$ cat config.mk
export PLATFORM = sky130hd
export DESIGN_NAME = mem_port_arbiter
export DESIGN_NICKNAME = d
export VERILOG_FILES = /design/src/rtl/mem_port_arbiter.sv
export SDC_FILE = /design/constraint.sdc
export NUM_CORES = 1
export LEC_CHECK = 0
export CORE_ASPECT_RATIO = 0.8
export CORE_MARGIN = 4
export CORE_UTILIZATION = 43
export DETAILED_ROUTE_END_ITERATION = 6
export GPL_ROUTABILITY_DRIVEN = 0
export PLACE_DENSITY_LB_ADDON = 0.25
export SYNTH_ARGS = -nofsm -noshare
export SYNTH_HDL_FRONTEND = slang
export SYNTH_SLANG_ARGS = --single-unit
$ cat constraint.sdc
create_clock -name clk -period 2.01 [get_ports clk]
set_input_delay 0.201 -clock clk [delete_from_list [all_inputs] [get_ports clk]]
set_output_delay 0.201 -clock clk [all_outputs]
set_load 0.01 [all_outputs]
$ cat src/rtl/mem_port_arbiter.sv
// Two-port round-robin arbiter in front of the single-ported byte-lane data RAM.
// Optional statistics counters are compiled in with `define MEM_ARB_STATS_EN.
module mem_port_arbiter #(
   parameter int AW = 12,
   parameter int DW = 32
) (
   input  logic          clk,
   input  logic          rst_n,
   input  logic          a_req,
   input  logic          a_we,
   input  logic [1:0]    a_mode,
   input  logic [AW-1:0] a_addr,
   input  logic [DW-1:0] a_wdata,
   output logic          a_ack,
   output logic          a_err,
   output logic [DW-1:0] a_rdata,
   input  logic          b_req,
   input  logic          b_we,
   input  logic [1:0]    b_mode,
   input  logic [AW-1:0] b_addr,
   input  logic [DW-1:0] b_wdata,
   output logic          b_ack,
   output logic          b_err,
   output logic [DW-1:0] b_rdata,
   output logic          ram_we,
   output logic [1:0]    ram_mode,
   output logic [AW-1:0] ram_addr,
   output logic [DW-1:0] ram_wdata,
   input  logic [DW-1:0] ram_rdata,
   output logic          busy
`ifdef MEM_ARB_STATS_EN
   ,
   input  logic          stat_clr,
   output logic [15:0]   stat_a_cnt,
   output logic [15:0]   stat_b_cnt,
   output logic [15:0]   stat_err_cnt
`endif
);

   typedef enum logic [1:0] {S_IDLE, S_ACCESS, S_RESP} state_t;

   state_t        state_q, state_d;
   logic          sel_q, sel_d;            // 0 = A, 1 = B
   logic          last_grant_q, last_grant_d;
   logic          we_q, we_d;
   logic          err_q, err_d;
   logic          ram_we_q, ram_we_d;
   logic [1:0]    ram_mode_q, ram_mode_d;
   logic [AW-1:0] ram_addr_q, ram_addr_d;
   logic [DW-1:0] ram_wdata_q, ram_wdata_d;
   logic          a_ack_q, a_ack_d, a_err_q, a_err_d;
   logic          b_ack_q, b_ack_d, b_err_q, b_err_d;
   logic [DW-1:0] a_rdata_q, a_rdata_d, b_rdata_q, b_rdata_d;
   logic          grant_b, req_we, req_err;
   logic [1:0]    req_mode;
   logic [AW-1:0] req_addr;
   logic [DW-1:0] req_wdata, cap_rdata;
`ifdef MEM_ARB_STATS_EN
   logic [15:0]   stat_a_q, stat_a_d, stat_b_q, stat_b_d, stat_e_q, stat_e_d;
`endif

   function automatic logic align_err(input logic [1:0] mode, input logic [1:0] lo);
      case (mode)
         2'd0:    return lo != 2'b00;
         2'd1:    return lo[0];
         2'd2:    return 1'b0;
         default: return 1'b1;
      endcase
   endfunction

   always_comb begin
      state_d      = state_q;
      sel_d        = sel_q;
      last_grant_d = last_grant_q;
      we_d         = we_q;
      err_d        = err_q;
      ram_we_d     = 1'b0;
      ram_mode_d   = ram_mode_q;
      ram_addr_d   = ram_addr_q;
      ram_wdata_d  = ram_wdata_q;
      a_ack_d      = 1'b0;
      a_err_d      = 1'b0;
      a_rdata_d    = a_rdata_q;
      b_ack_d      = 1'b0;
      b_err_d      = 1'b0;
      b_rdata_d    = b_rdata_q;
      // B wins only when A is idle or A had the previous grant
      grant_b      = b_req && (!a_req || !last_grant_q);
      req_we       = grant_b ? b_we    : a_we;
      req_mode     = grant_b ? b_mode  : a_mode;
      req_addr     = grant_b ? b_addr  : a_addr;
      req_wdata    = grant_b ? b_wdata : a_wdata;
      req_err      = align_err(req_mode, req_addr[1:0]);
      cap_rdata    = (err_q || we_q) ? '0 : ram_rdata;

      case (state_q)
         S_IDLE: begin
            if (a_req || b_req) begin
               sel_d        = grant_b;
               last_grant_d = grant_b;
               we_d         = req_we;
               err_d        = req_err;
               ram_we_d     = req_we && !req_err;
               ram_mode_d   = req_mode;
               ram_addr_d   = req_addr;
               ram_wdata_d  = req_wdata;
               state_d      = S_ACCESS;
            end
         end
         S_ACCESS: begin
            if (sel_q) begin
               b_ack_d   = 1'b1;
               b_err_d   = err_q;
               b_rdata_d = cap_rdata;
            end else begin
               a_ack_d   = 1'b1;
               a_err_d   = err_q;
               a_rdata_d = cap_rdata;
            end
            state_d = S_RESP;
         end
         default: state_d = S_IDLE;
      endcase

`ifdef MEM_ARB_STATS_EN
      stat_a_d = stat_a_q;
      stat_b_d = stat_b_q;
      stat_e_d = stat_e_q;
      if (stat_clr) begin
         stat_a_d = '0;
         stat_b_d = '0;
         stat_e_d = '0;
      end else if (state_q == S_RESP) begin
         if (!sel_q && stat_a_q != 16'hFFFF) stat_a_d = stat_a_q + 16'd1;
         if (sel_q && stat_b_q != 16'hFFFF)  stat_b_d = stat_b_q + 16'd1;
         if (err_q && stat_e_q != 16'hFFFF)  stat_e_d = stat_e_q + 16'd1;
      end
`endif
   end

   always_ff @(posedge clk) begin
      if (!rst_n) begin
         state_q      <= S_IDLE;
         sel_q        <= 1'b0;
         last_grant_q <= 1'b1;
         we_q         <= 1'b0;
         err_q        <= 1'b0;
         ram_we_q     <= 1'b0;
         ram_mode_q   <= '0;
         ram_addr_q   <= '0;
         ram_wdata_q  <= '0;
         a_ack_q      <= 1'b0;
         a_err_q      <= 1'b0;
         a_rdata_q    <= '0;
         b_ack_q      <= 1'b0;
         b_err_q      <= 1'b0;
         b_rdata_q    <= '0;
`ifdef MEM_ARB_STATS_EN
         stat_a_q     <= '0;
         stat_b_q     <= '0;
         stat_e_q     <= '0;
`endif
      end else begin
         state_q      <= state_d;
         sel_q        <= sel_d;
         last_grant_q <= last_grant_d;
         we_q         <= we_d;
         err_q        <= err_d;
         ram_we_q     <= ram_we_d;
         ram_mode_q   <= ram_mode_d;
         ram_addr_q   <= ram_addr_d;
         ram_wdata_q  <= ram_wdata_d;
         a_ack_q      <= a_ack_d;
         a_err_q      <= a_err_d;
         a_rdata_q    <= a_rdata_d;
         b_ack_q      <= b_ack_d;
         b_err_q      <= b_err_d;
         b_rdata_q    <= b_rdata_d;
`ifdef MEM_ARB_STATS_EN
         stat_a_q     <= stat_a_d;
         stat_b_q     <= stat_b_d;
         stat_e_q     <= stat_e_d;
`endif
      end
   end

   assign ram_we    = ram_we_q;
   assign ram_mode  = ram_mode_q;
   assign ram_addr  = ram_addr_q;
   assign ram_wdata = ram_wdata_q;
   assign a_ack     = a_ack_q;
   assign a_err     = a_err_q;
   assign a_rdata   = a_rdata_q;
   assign b_ack     = b_ack_q;
   assign b_err     = b_err_q;
   assign b_rdata   = b_rdata_q;
   assign busy      = (state_q != S_IDLE);
`ifdef MEM_ARB_STATS_EN
   assign stat_a_cnt   = stat_a_q;
   assign stat_b_cnt   = stat_b_q;
   assign stat_err_cnt = stat_e_q;
`endif

endmodule

==> results summary, run 1 <==
The required time of the critical path is 1.81 ns. The global route total overflow came out at 0. The cell area after synthesis came out at about 4900 um2. STA classifies the critical path startpoint as a flop. The remaining antenna violation count after routing is 0. The pin count of the biggest net entering global routing is 60. The tool flagged a number of max-cap violations equal to 0.

The hold violation total from the final report came out at 0. Setup repair after global routing left no endpoint under its margin. The post-route worst setup slack is around 0.33 ns. The clock reaches the later pin of the worst-skew pair after 0.40 ns. For this run, the top clock speed supported by timing is 595 MHz. The number of gates resized after cts came out at 0.

The number of top-level design ports is 246. The number of antenna repair diodes is 0. Sorting the synthesized cells by how often they occur yields dfxtp_1, nand2_1, a21boi_1, nand3_1, a21oi_1. The critical path start-end classification is reg2out. The post-detailed-placement cell area came out at 7420 um2. The port buffer count is around 250. The final worst hold slack is between 0.2 and 0.3 ns. Ranked by total cell area, the synthesized netlist is headed by dfxtp_1, a21boi_1, mux2i_1, nand3_1, nand2_1. The portion of the clock cycle consumed by the worst path in the final layout came out at between 80% and 90%. The number of flops mapped to enable cells by yosys came out at 0.

The leakage component of the power came out at 2.92 nW. The worst clock skew is 0.00804 ns. Summed over all layers, the routed wires come to 15200 um.

TritonCTS built the clock tree. The average cell area after synthesis came out at 9.10 um2. The ratio of total power to cell area came out at approximately 870 nW/um2. The area added between synthesis and finish is 62.7%. The cell with the most instances after synthesis is dfxtp_1. The hold path startpoint is rst_n. The distinct cell type count of the synthesized netlist came out at 28. The number of global-route vias before repair is 4678. The TritonCTS buffer count came out at 17. The worst setup path is captured at an output pin. Setup violations remaining at the end of the flow were counted as 0. Synthesis produced a netlist with a net count of ~670. The horizontal die dimension came out at 128 um. The peak fanout along the critical path came out at 4.

Cells with a size suffix above 1 make up roughly 6.2% of the layout. The arrival time at the worst endpoint is roughly 1.5 ns. The reg2reg setup slack came out at 0.47 ns. The count of hold buffers inserted by post-cts repair came out at 0. The area of the die came out at 13200 um2. The sequential element share of the synthesized area came out at about half. The prevailing post-synth register cell is dfxtp_1.

The class of the worst hold path is in2reg. The measured slew at the worst slew-check pin is 0.484 ns. The overall fraction of global-route tracks in use is 22.3%. The clock-pin slew of the registers on the worst-case setup and hold paths came out at 0.06 ns. Once layout is complete, the cells apart from fillers number a little over 900. The number of vias after detailed routing is 4747.

The leading area contributor after synthesis is dfxtp_1. The post-synthesis cell count came out at 541. The cell area after layout came out at 8010 um2. The fraction of registers with async set or reset after synthesis is 0%. The total core area came out at 11000 um2. The count of clock tree sinks came out at 121. Tracing the worst setup path back leads to its startpoint at state_q[1]$_SDFFE_PN0P_. The worst path in the final design needs a cycle of 1.68 ns, including I/O delays and setup. The maximum clock path buffer count came out at 2. In the final routed layout, each cell accounts on average for roughly 16 um. The flow ran to the end, and the final reports show no timing, DRC or antenna violations. The chip height is 104 um. The post-synthesis register bit count came out at 121.

The library cell used as clock root buffer is clkbuf_16. The count of unresolved DRC violations after routing came out at 0. The count of pins over their slew limit is 0. The fraction of post-synthesis cell area in the top cell type by area is just under 50%. The pre-antenna-repair detailed-routing pass consisted of 4 iterations.

The worst slew slack as a fraction of its limit is 67.6%. Timing analysis after detailed placement gives a worst setup slack of 0.256 ns. The number of violations reported at the end of detailed-routing iteration 0 came out at about 260.

The net count of the finished layout is ~900. For this run, the number of Yosys warnings is 0. Once placement completed, the tool counted placed cells totaling ~890. The worst register-to-register path begins at state_q[1]$_SDFFE_PN0P_. The CTS H-tree depth is 4.

Summed over all nets, the half-perimeter wirelength after detailed placement is 10900 um. The initial antenna violation count was 0. The starting density of the core is 44.7%.

The number of rows in the core area came out at 34. The number of vias per cell is 5.14. After routing, the total negative slack on setup checks comes to 0 ns. The first global-routing pass estimated 24000 um of wire. The maximum vdd drop is 0.000615 V.

The number of setup buffers added after CTS came out at 0.
## per-stage QoR
| stage | utilization [%] | total power, mW |
|---|---|---|
| after floorplan | - | 3.28 |
| after global placement | 67.3 | 3.95 |
| after detailed placement | 67.3 | 3.98 |
| after CTS | 72.7 | 7.03 |
| after global routing | 72.7 | 7.24 |
| final | 72.7 | 6.97 |
## power breakdown
group	internal (mW)	leakage [nW]	switching, mW
registers	2.57	0.991	0.0893
logic	0.700	1.65	0.579
clock network	1.97	0.281	1.07
## worst paths after layout
path                            cells after the start                        end
worst min register to register                      2   a_rdata[10]$_SDFFE_PN0P_
worst max register to register                      5  ram_wdata[6]$_SDFFE_PN0P_
worst max-delay path                                3                       busy
worst min-delay path                                3   ram_addr[3]$_SDFFE_PN0P_
## cells by family (layout without fill, tap and decap cells)
group | after synthesis | in the layout | synth area share (%)
multiplexers | 47 | 47 | 9.56
AND/OR/NAND/NOR | 155 | 155 | 14.4
AO/OA/AOI/OAI | 167 | 167 | 20.7
buffers and inverters | 51 | 289 | 6.15
flip-flops | 121 | 121 | 49.2
## per-layer routing
layer / part of all wire, % / track usage [%] / up-vias
met3: 8.4 / 7.77 / 17
met4: 0.98 / 6.06 / 0
met1: 40 / 26.0 / 2241
met5: 0 / 0 / -
li1: - / - / 2333
met2: 51 / 38.8 / 156
## worst max-delay path: stages, from the launching register on
cell             delay (ns)
dfxtp_1                0.33
nor2_2                 0.20
inv_1                  0.06
clkdlybuf4s50_1        0.49
## sequential cells by signal, indices dropped and copies added (netlist names)
register / flops
a_rdata: 32
b_rdata: 32
ram_wdata: 32
ram_addr: 12
ram_mode: 2
state_q: 2
a_ack: 1
a_err: 1
b_ack: 1
b_err: 1
err_q: 1
last_grant_q: 1
ram_we: 1
sel_q: 1
we_q: 1
## final cells by class
class                   count  area (um2)
fillers                   822        3010
repair buffers            256        2610
flip-flops and latches    121        2420
multi-input cells         369        2200
clock buffers              19         443
well taps                 144         180
clock inverters            13         153
inverters                   1        3.75
## cells in the final DEF, fill, tap and decap left out, drive strengths merged
cell type / instances
a21boi: 65
a21oi: 49
a22oi: 1
a31oi: 1
and2: 5
and2b: 1
and3: 1
buf: 12
bufinv: 3
clkbuf: 19
clkdlybuf4s50: 244
clkinv: 5
clkinvlp: 5
dfxtp: 121
inv: 1
mux2i: 47
nand2: 70
nand2b: 4
nand3: 64
nor2: 6
nor2b: 4
o211ai: 1
o21a: 1
o21ai: 48
o22ai: 1
(Power assumes the default switching activity.)
==> inputs of run 2 (changes only) <==
- CORE_UTILIZATION: 43 -> 40
- clock period: 2.01 -> 1.75 ns (I/O delays scaled with it)
==> run 2 against run 1 <==
Combinational power rose by 15%. Global-route usage is 1.3 points lower. Clock skew increased by 0.0045 ns. Cell area down 0.34%. Clock-buffer cell count is 1 lower.
==> results summary, run 2 (synthesized netlist as in run 1, its figures left out) <==
The max-capacitance violation count was 0 (unchanged). The number of global-route vias before repair is 4747 (+1.5%). The detailed placement HPWL came out at 10900 um (+0.17%). The first-pass GRT wire length is 24000 um (-0.15%). The maximum clock path buffer count is 2 (unchanged). In this run the worst hold path is classified as in2reg. The delay of the slowest cell on the worst path came out at 0.49 ns (about the same). The measured slew at the worst slew-check pin came out at 0.479 ns (-0.00512 ns). The worst path needs 1.62 ns of the cycle, external delays included. The clock latency on the worst-skew pair is 0.40 ns (about the same). The chip height is 107 um (+3.4%). The number of logic stages on the critical path including buffering was 3 (unchanged). The startpoint identified for the worst register-to-register timing path is state_q[1]$_SDFFE_PN0P_. The routed wire length on met2 came out at 7370 um (-4.3%). The number of violations reported at the end of detailed-routing iteration 0 came out at 237 (-7.4%). The endpoint of the lowest-slack register-to-register path is ram_wdata[18]$_SDFFE_PN0P_.

The share of layout cells above drive strength 1 came out at 6.28% (+0.12 points). The largest delay contributor family on the critical path is buffers and inverters. The starting density of the core is 41.8% (-2.9 points).

The number of detailed-routing iterations run before antenna repair is 4 (unchanged). The area of combinational cells with multiple inputs came out at 2200 um2 (unchanged). The portion of the clock cycle consumed by the worst path in the final layout is between 90% and 100%. The count of final setup violators came out at 0 (unchanged). The clock tree from TritonCTS is built.

The number of vias per cell is 5.12 (-0.54%). The number of buffers and inverters on the critical path was 2 (unchanged). Walking the worst path, the cells encountered are nor2_2, inv_1, clkdlybuf4s50_1. The startpoint type of the worst setup path is a flop. The global route total overflow is 0 (unchanged). The hold violation total from the final report was 0 (unchanged). The count of hold buffers inserted by post-cts repair is 0 (unchanged). The root buffer cell chosen for the clock tree is clkbuf_16. The overall fraction of global-route tracks in use is 21.0% (-1.3 points). The horizontal die dimension is 132 um (+3.5%). The highest metal layer with signal wires is met4. The number of antenna repair diodes came out at 0 (unchanged). The routed length per instance was 16.4 um (-0.15%). The destination of the critical timing path is busy. The clock-pin slew of the registers on the worst-case setup and hold paths is 0.06 ns (about the same). Setup repair after global routing left no endpoint under its margin. The worst setup path is captured at an output pin. The ratio of total power to cell area is 962 nW/um2 (+11%). The peak fanout along the critical path is 4 (unchanged). The count of unresolved DRC violations after routing is 0 (unchanged). The reg2reg setup slack is 0.32 ns (-0.15 ns).

Tracing the worst setup path back leads to its startpoint at state_q[1]$_SDFFE_PN0P_. The port buffer count is 245 (unchanged). The required time of the critical path came to 1.57 ns (-0.24 ns).

The count of clock tree sinks is 121 (unchanged). The arrival time at the worst endpoint came out at 1.44 ns (-0.04 ns). The total core area is 11800 um2 (+6.9%).

The number of vias after detailed routing is 4747 (unchanged). The worst-path cell with the longest stage delay is clkdlybuf4s50_1. The routed metal-1 wirelength was 6250 um (+3.2%). The number of gates resized after cts came out at 0 (unchanged). The TritonCTS buffer count came to 17 (unchanged).

The sequential cell area is 2420 um2 (unchanged). The pin count of the biggest net entering global routing came to 120 (+100%). The area added between synthesis and finish is 62.2%.

The leakage component of the power came out at 2.91 nW (-0.50%). The run finished with clean final reports. For this run, the top clock speed supported by timing is 618 MHz.

The number of setup buffers added after CTS was 0 (unchanged). The number of filler cells placed in the layout came out at 930 (+13%). The total power after layout is 7.68 mW (+10%). The remaining antenna violation count after routing came out at 0 (unchanged). The total length of routed met3 wires came out at 1330 um (+4.4%).

The initial antenna violation count is 0 (unchanged). The count of cells along the worst register-to-register path came to 5 (unchanged). The maximum vdd drop was 0.000692 V (+12%). The count of pins over their slew limit came out at 0 (unchanged). The number of top-level design ports came out at 246 (unchanged). The CTS H-tree depth came to 4 (unchanged).

The top cell types in the final layout, fill and taps aside, are clkdlybuf4s50_1, dfxtp_1, nand2_1, nand3_1, a21boi_1. The worst setup path is of the reg2out kind. The total negative slack for setup checks is 0 ns (unchanged). The worst clock skew was 0.0125 ns (+0.00450 ns). The area of the die came out at 14200 um2 (+7.0%).

The overall routed net length is 15200 um (+0.39%). The library cell used most frequently in the layout, excluding fill and tap cells, is clkdlybuf4s50_1. The worst slew slack as a fraction of its limit is 68.1% (+0.42 points).

The number of rows in the core area came to 35 (+2.9%). The number of nets in the final layout was 898 (+0.22%).
## run 2: worst min path at each step
stage                                       start                         to  slack [ns]  depth (start not counted)
after CTS                                   rst_n  last_grant_q$_SDFFE_PN1P_        0.28                          3
after floorplan                      ram_rdata[0]    a_rdata[0]$_SDFFE_PN0P_        0.32                          2
after detailed placement  a_rdata[9]$_SDFFE_PN0P_    a_rdata[9]$_SDFFE_PN0P_        0.45                          2
after global routing                        rst_n  last_grant_q$_SDFFE_PN1P_        0.33                          3
after global placement    a_rdata[9]$_SDFFE_PN0P_    a_rdata[9]$_SDFFE_PN0P_        0.44                          2
final                                       rst_n  ram_wdata[7]$_SDFFE_PN0P_        0.29                          4
## run 2: report_power, final
group / internal, mW / switching (mW)
Sequential: 2.95 / 0.103
Combinational: 0.811 / 0.662
Clock: 1.93 / 1.23
Total: 5.69 / 2.00
## run 2: layout make-up
| cell class | count | area share (%) |
|---|---|---|
| repair buffers | 258 | 33.0 |
| flip-flops and latches | 121 | 30.3 |
| multi-input cells | 369 | 27.6 |
| clock buffers | 18 | 5.38 |
| well taps | 148 | 2.32 |
| clock inverters | 13 | 1.33 |
| inverters | 1 | 0.0470 |
## run 2: metrics by stage
step	worst slack (ns)	area [um2]	hold slack, ns	util [%]	std cells
after floorplan	0.564	4920	0.321	-	541
after global placement	0.129	7450	0.440	63.2	897
after detailed placement	0.0482	7450	0.446	63.2	897
after CTS	0.0956	7980	0.276	67.8	928
after global routing	0.0626	7980	0.325	67.8	928
final	0.132	7980	0.287	67.8	928
## run 2: routing by layer
| layer | vias up | track usage [%] |
|---|---|---|
| met5 | - | 0 |
| met4 | 0 | 7.65 |
| met3 | 24 | 9.05 |
| met2 | 161 | 35.4 |
| met1 | 2222 | 23.8 |
| li1 | 2340 | - |
## run 2: worst min-delay path, delay by kind of cell
family / cells / cell delay [ns]
AO/OA/AOI/OAI: 2 / 0.16
buffers and inverters: 2 / 0.29
==> inputs of run 3 (changes only) <==
- REMOVE_ABC_BUFFERS: unset -> 1
- clock period: 1.75 -> 1.8 ns (I/O delays scaled with it)
==> run 3 against run 2 <==
Cell count increased by 0.22%. Combinational power barely moved. Die area unchanged. Critical path depth did not move. Setup slack better by 0.064 ns. First-iteration DRC count rose by 25%. Clock-buffer cell count grew 1. Highest routed layer unchanged. Critical endpoint unchanged. Total power increased by 6.4%. Cell area rose by 1.8%. Clock skew down 0.0034 ns. Core utilization up 1.2 points.
==> results summary, run 3 (synthesized netlist as in run 1, its figures left out) <==
The remaining antenna violation count after routing was 0 (unchanged). Setup repair after global routing left no endpoint under its margin. The measured slew at the worst slew-check pin is 0.470 ns (-0.00963 ns).

The max-capacitance violation count is 0 (unchanged). The peak fanout along the critical path is 4 (unchanged). The count of final setup violators came out at 0 (unchanged).

The worst clock skew came out at 0.00915 ns (-0.00339 ns). The share of layout cells above drive strength 1 came to 6.52% (+0.24 points). The routed length per instance is 17.1 um (+4.4%). The leakage component of the power is 2.97 nW (+2.2%). The delay of the slowest cell on the worst path came out at 0.47 ns (-0.02 ns). The number of placed cells counting well taps is 898 (+0.11%).

The number of vias per cell is 5.16 (+0.96%). The worst register-to-register path begins at state_q[1]$_SDFFE_PN0P_. The number of vias after detailed routing came out at 4803 (+1.2%). The overall fraction of global-route tracks in use was 22.1% (+1.1 points).

The number of gates resized after cts is 0 (unchanged). The horizontal die dimension is 132 um (unchanged). The worst slew slack as a fraction of its limit is 68.7% (+0.64 points). The clock-pin slew of the registers on the worst-case setup and hold paths came out at 0.06 ns (about the same).

The worst path in the final design needs a cycle of around 1.6 ns, including I/O delays and setup. The worst-path cell with the longest stage delay is clkdlybuf4s50_1. The number of top-level design ports came to 246 (unchanged).

The number of detailed-routing iterations run before antenna repair is 4 (unchanged). The post-detailed-placement cell area came to 7470 um2 (+0.27%). The area of the die is 14200 um2 (unchanged). The number of nets in the final layout came out at 899 (+0.11%). The clock latency on the worst-skew pair is 0.40 ns (about the same). The number of logic stages on the critical path including buffering came out at 3 (unchanged). The count of cells along the worst register-to-register path is 5 (unchanged). The number of setup buffers added after CTS came out at 0 (unchanged).

The count of pins over their slew limit was 0 (unchanged). The number of filler cells placed in the layout was 877 (-5.7%). The overall routed net length is 15900 um (+4.6%). The portion of the clock cycle consumed by the worst path in the final layout came out at between 80% and 90%. The post-placement setup slack came out at 0.0837 ns (+0.0355 ns).

The achievable clock frequency is between 600 and 700 MHz. TritonCTS built the clock tree. The post-route worst setup slack came out at 0.196 ns (+0.0636 ns). For hold timing, the worst endpoint is ram_wdata[0]$_SDFFE_PN0P_. The flow ran to the end, and the final reports show no timing, DRC or antenna violations. The worst hold path stage count came out at 4 (unchanged).

The library cell used most frequently in the layout, excluding fill and tap cells, is clkdlybuf4s50_1. The hold violation total from the final report came out at 0 (unchanged). The global route total overflow is 0 (unchanged). The area added between synthesis and finish came out at 65.1%. The tree is rooted in a clkbuf_16.

The startpoint type of the worst setup path is a flop. The number of antenna repair diodes is 0 (unchanged). The class of the worst hold path is in2reg. The chip height is 107 um (unchanged).

The pin count of the biggest net entering global routing is 120 (unchanged). STA classifies the critical path endpoint as an output pin. The count of hold buffers inserted by post-cts repair came out at 0 (unchanged). The TritonCTS buffer count is 17 (unchanged). On the critical path the largest part of the delay comes from buffers and inverters. The total core area came out at 11800 um2 (unchanged).

The maximum vdd drop came out at 0.000736 V (+6.4%). The CTS H-tree depth is 4 (unchanged). The required time of the critical path is 1.62 ns (+0.05 ns). Leaving out fill and tap cells, the most frequent cells in the layout are clkdlybuf4s50_1, dfxtp_1, nand2_1, nand3_1, a21boi_1. The arrival time at the worst endpoint is 1.42 ns (-0.02 ns).

The initial antenna violation count is 0 (unchanged). The count of clock tree sinks came out at 121 (unchanged). The critical path is of the reg2out type.

In this run the critical register-to-register path is captured at err_q$_SDFFE_PN0P_. The number of global-route vias before repair came to 4997 (+5.3%). The total negative slack for setup checks was 0 ns (unchanged).

The ratio of total power to cell area is 1010 nW/um2 (+4.6%). The count of unresolved DRC violations after routing is 0 (unchanged). The number of buffers and inverters on the critical path came to 2 (unchanged). The first-pass GRT wire length is 25200 um (+5.2%). The number of violations reported at the end of detailed-routing iteration 0 came out at 296 (+25%).

The port buffer count is 245 (unchanged). The non-filler instance count after layout came out at 930 (+0.22%). The cell area after layout is 8130 um2 (+1.8%). The detailed placement HPWL is 11200 um (+2.6%). The starting density of the core came out at 41.8% (unchanged). The maximum clock path buffer count came to 2 (unchanged).

The number of rows in the core area is 35 (unchanged). The startpoint identified for the worst hold timing path is rst_n. The reg2reg setup slack was 0.42 ns (+0.10 ns). Traced cell by cell, the critical path runs through nor2_2, inv_1, clkdlybuf4s50_1.
==> run 3: worst max-delay path by stage <==
| stage | from | slack, ns | endpoint |
|---|---|---|---|
| 6_report | state_q[1]$_SDFFE_PN0P_ | 0.20 | busy |
| 5_1_grt | state_q[1]$_SDFFE_PN0P_ | 0.10 | busy |
| 4_1_cts | state_q[1]$_SDFFE_PN0P_ | 0.18 | busy |
| 3_5_place_dp | b_req | 0.08 | ram_addr[2]$_SDFFE_PN0P_ |
| 3_3_place_gp | b_req | 0.11 | ram_addr[2]$_SDFFE_PN0P_ |
| 2_1_floorplan | state_q[1]$_SDFFE_PN0P_ | -0.63 | sel_q$_SDFFE_PN0P_ |
==> run 3: final cells by class <==
cell class | count | area [um2] | area share [%]
timing repair buffer | 259 | 2650 | 32.6
sequential | 121 | 2420 | 29.8
tap | 148 | 185 | 2.28
multi-input combinational | 369 | 2200 | 27.1
inverter | 1 | 3.75 | 0.0462
clock buffer | 19 | 443 | 5.45
clock inverter | 13 | 215 | 2.65
==> run 3: layer usage <==
layer | vias up | wire length [um] | GRT usage, %
li1 | 2340 | - | -
met1 | 2250 | 6220 | 24.3
met2 | 173 | 7960 | 38.0
met3 | 40 | 1190 | 8.49
met4 | 0 | 577 | 9.90
met5 | - | 0 | 1.48
==> run 3: stage by stage <==
step	power [mW]	hold slack, ns	utilization (%)
6_report	8.18	0.276	69.0
5_1_grt	8.50	0.320	69.0
4_1_cts	8.25	0.298	69.0
3_5_place_dp	4.47	0.446	63.4
3_3_place_gp	4.44	0.439	63.4
2_1_floorplan	3.56	0.269	-
==> run 3: report_power, final <==
part / internal (mW) / switching, mW
Clock: 2.51 / 1.24
Combinational: 0.795 / 0.662
Sequential: 2.87 / 0.100
Total: 6.17 / 2.01
==> run 3: worst register-to-register path: cells and delay by family, from the launching register on <==
family	cells	cell delay (ns)
AO/OA/AOI/OAI	3	0.55
flip-flops	1	0.32
buffers and inverters	1	0.25
AND/OR/NAND/NOR	1	0.19
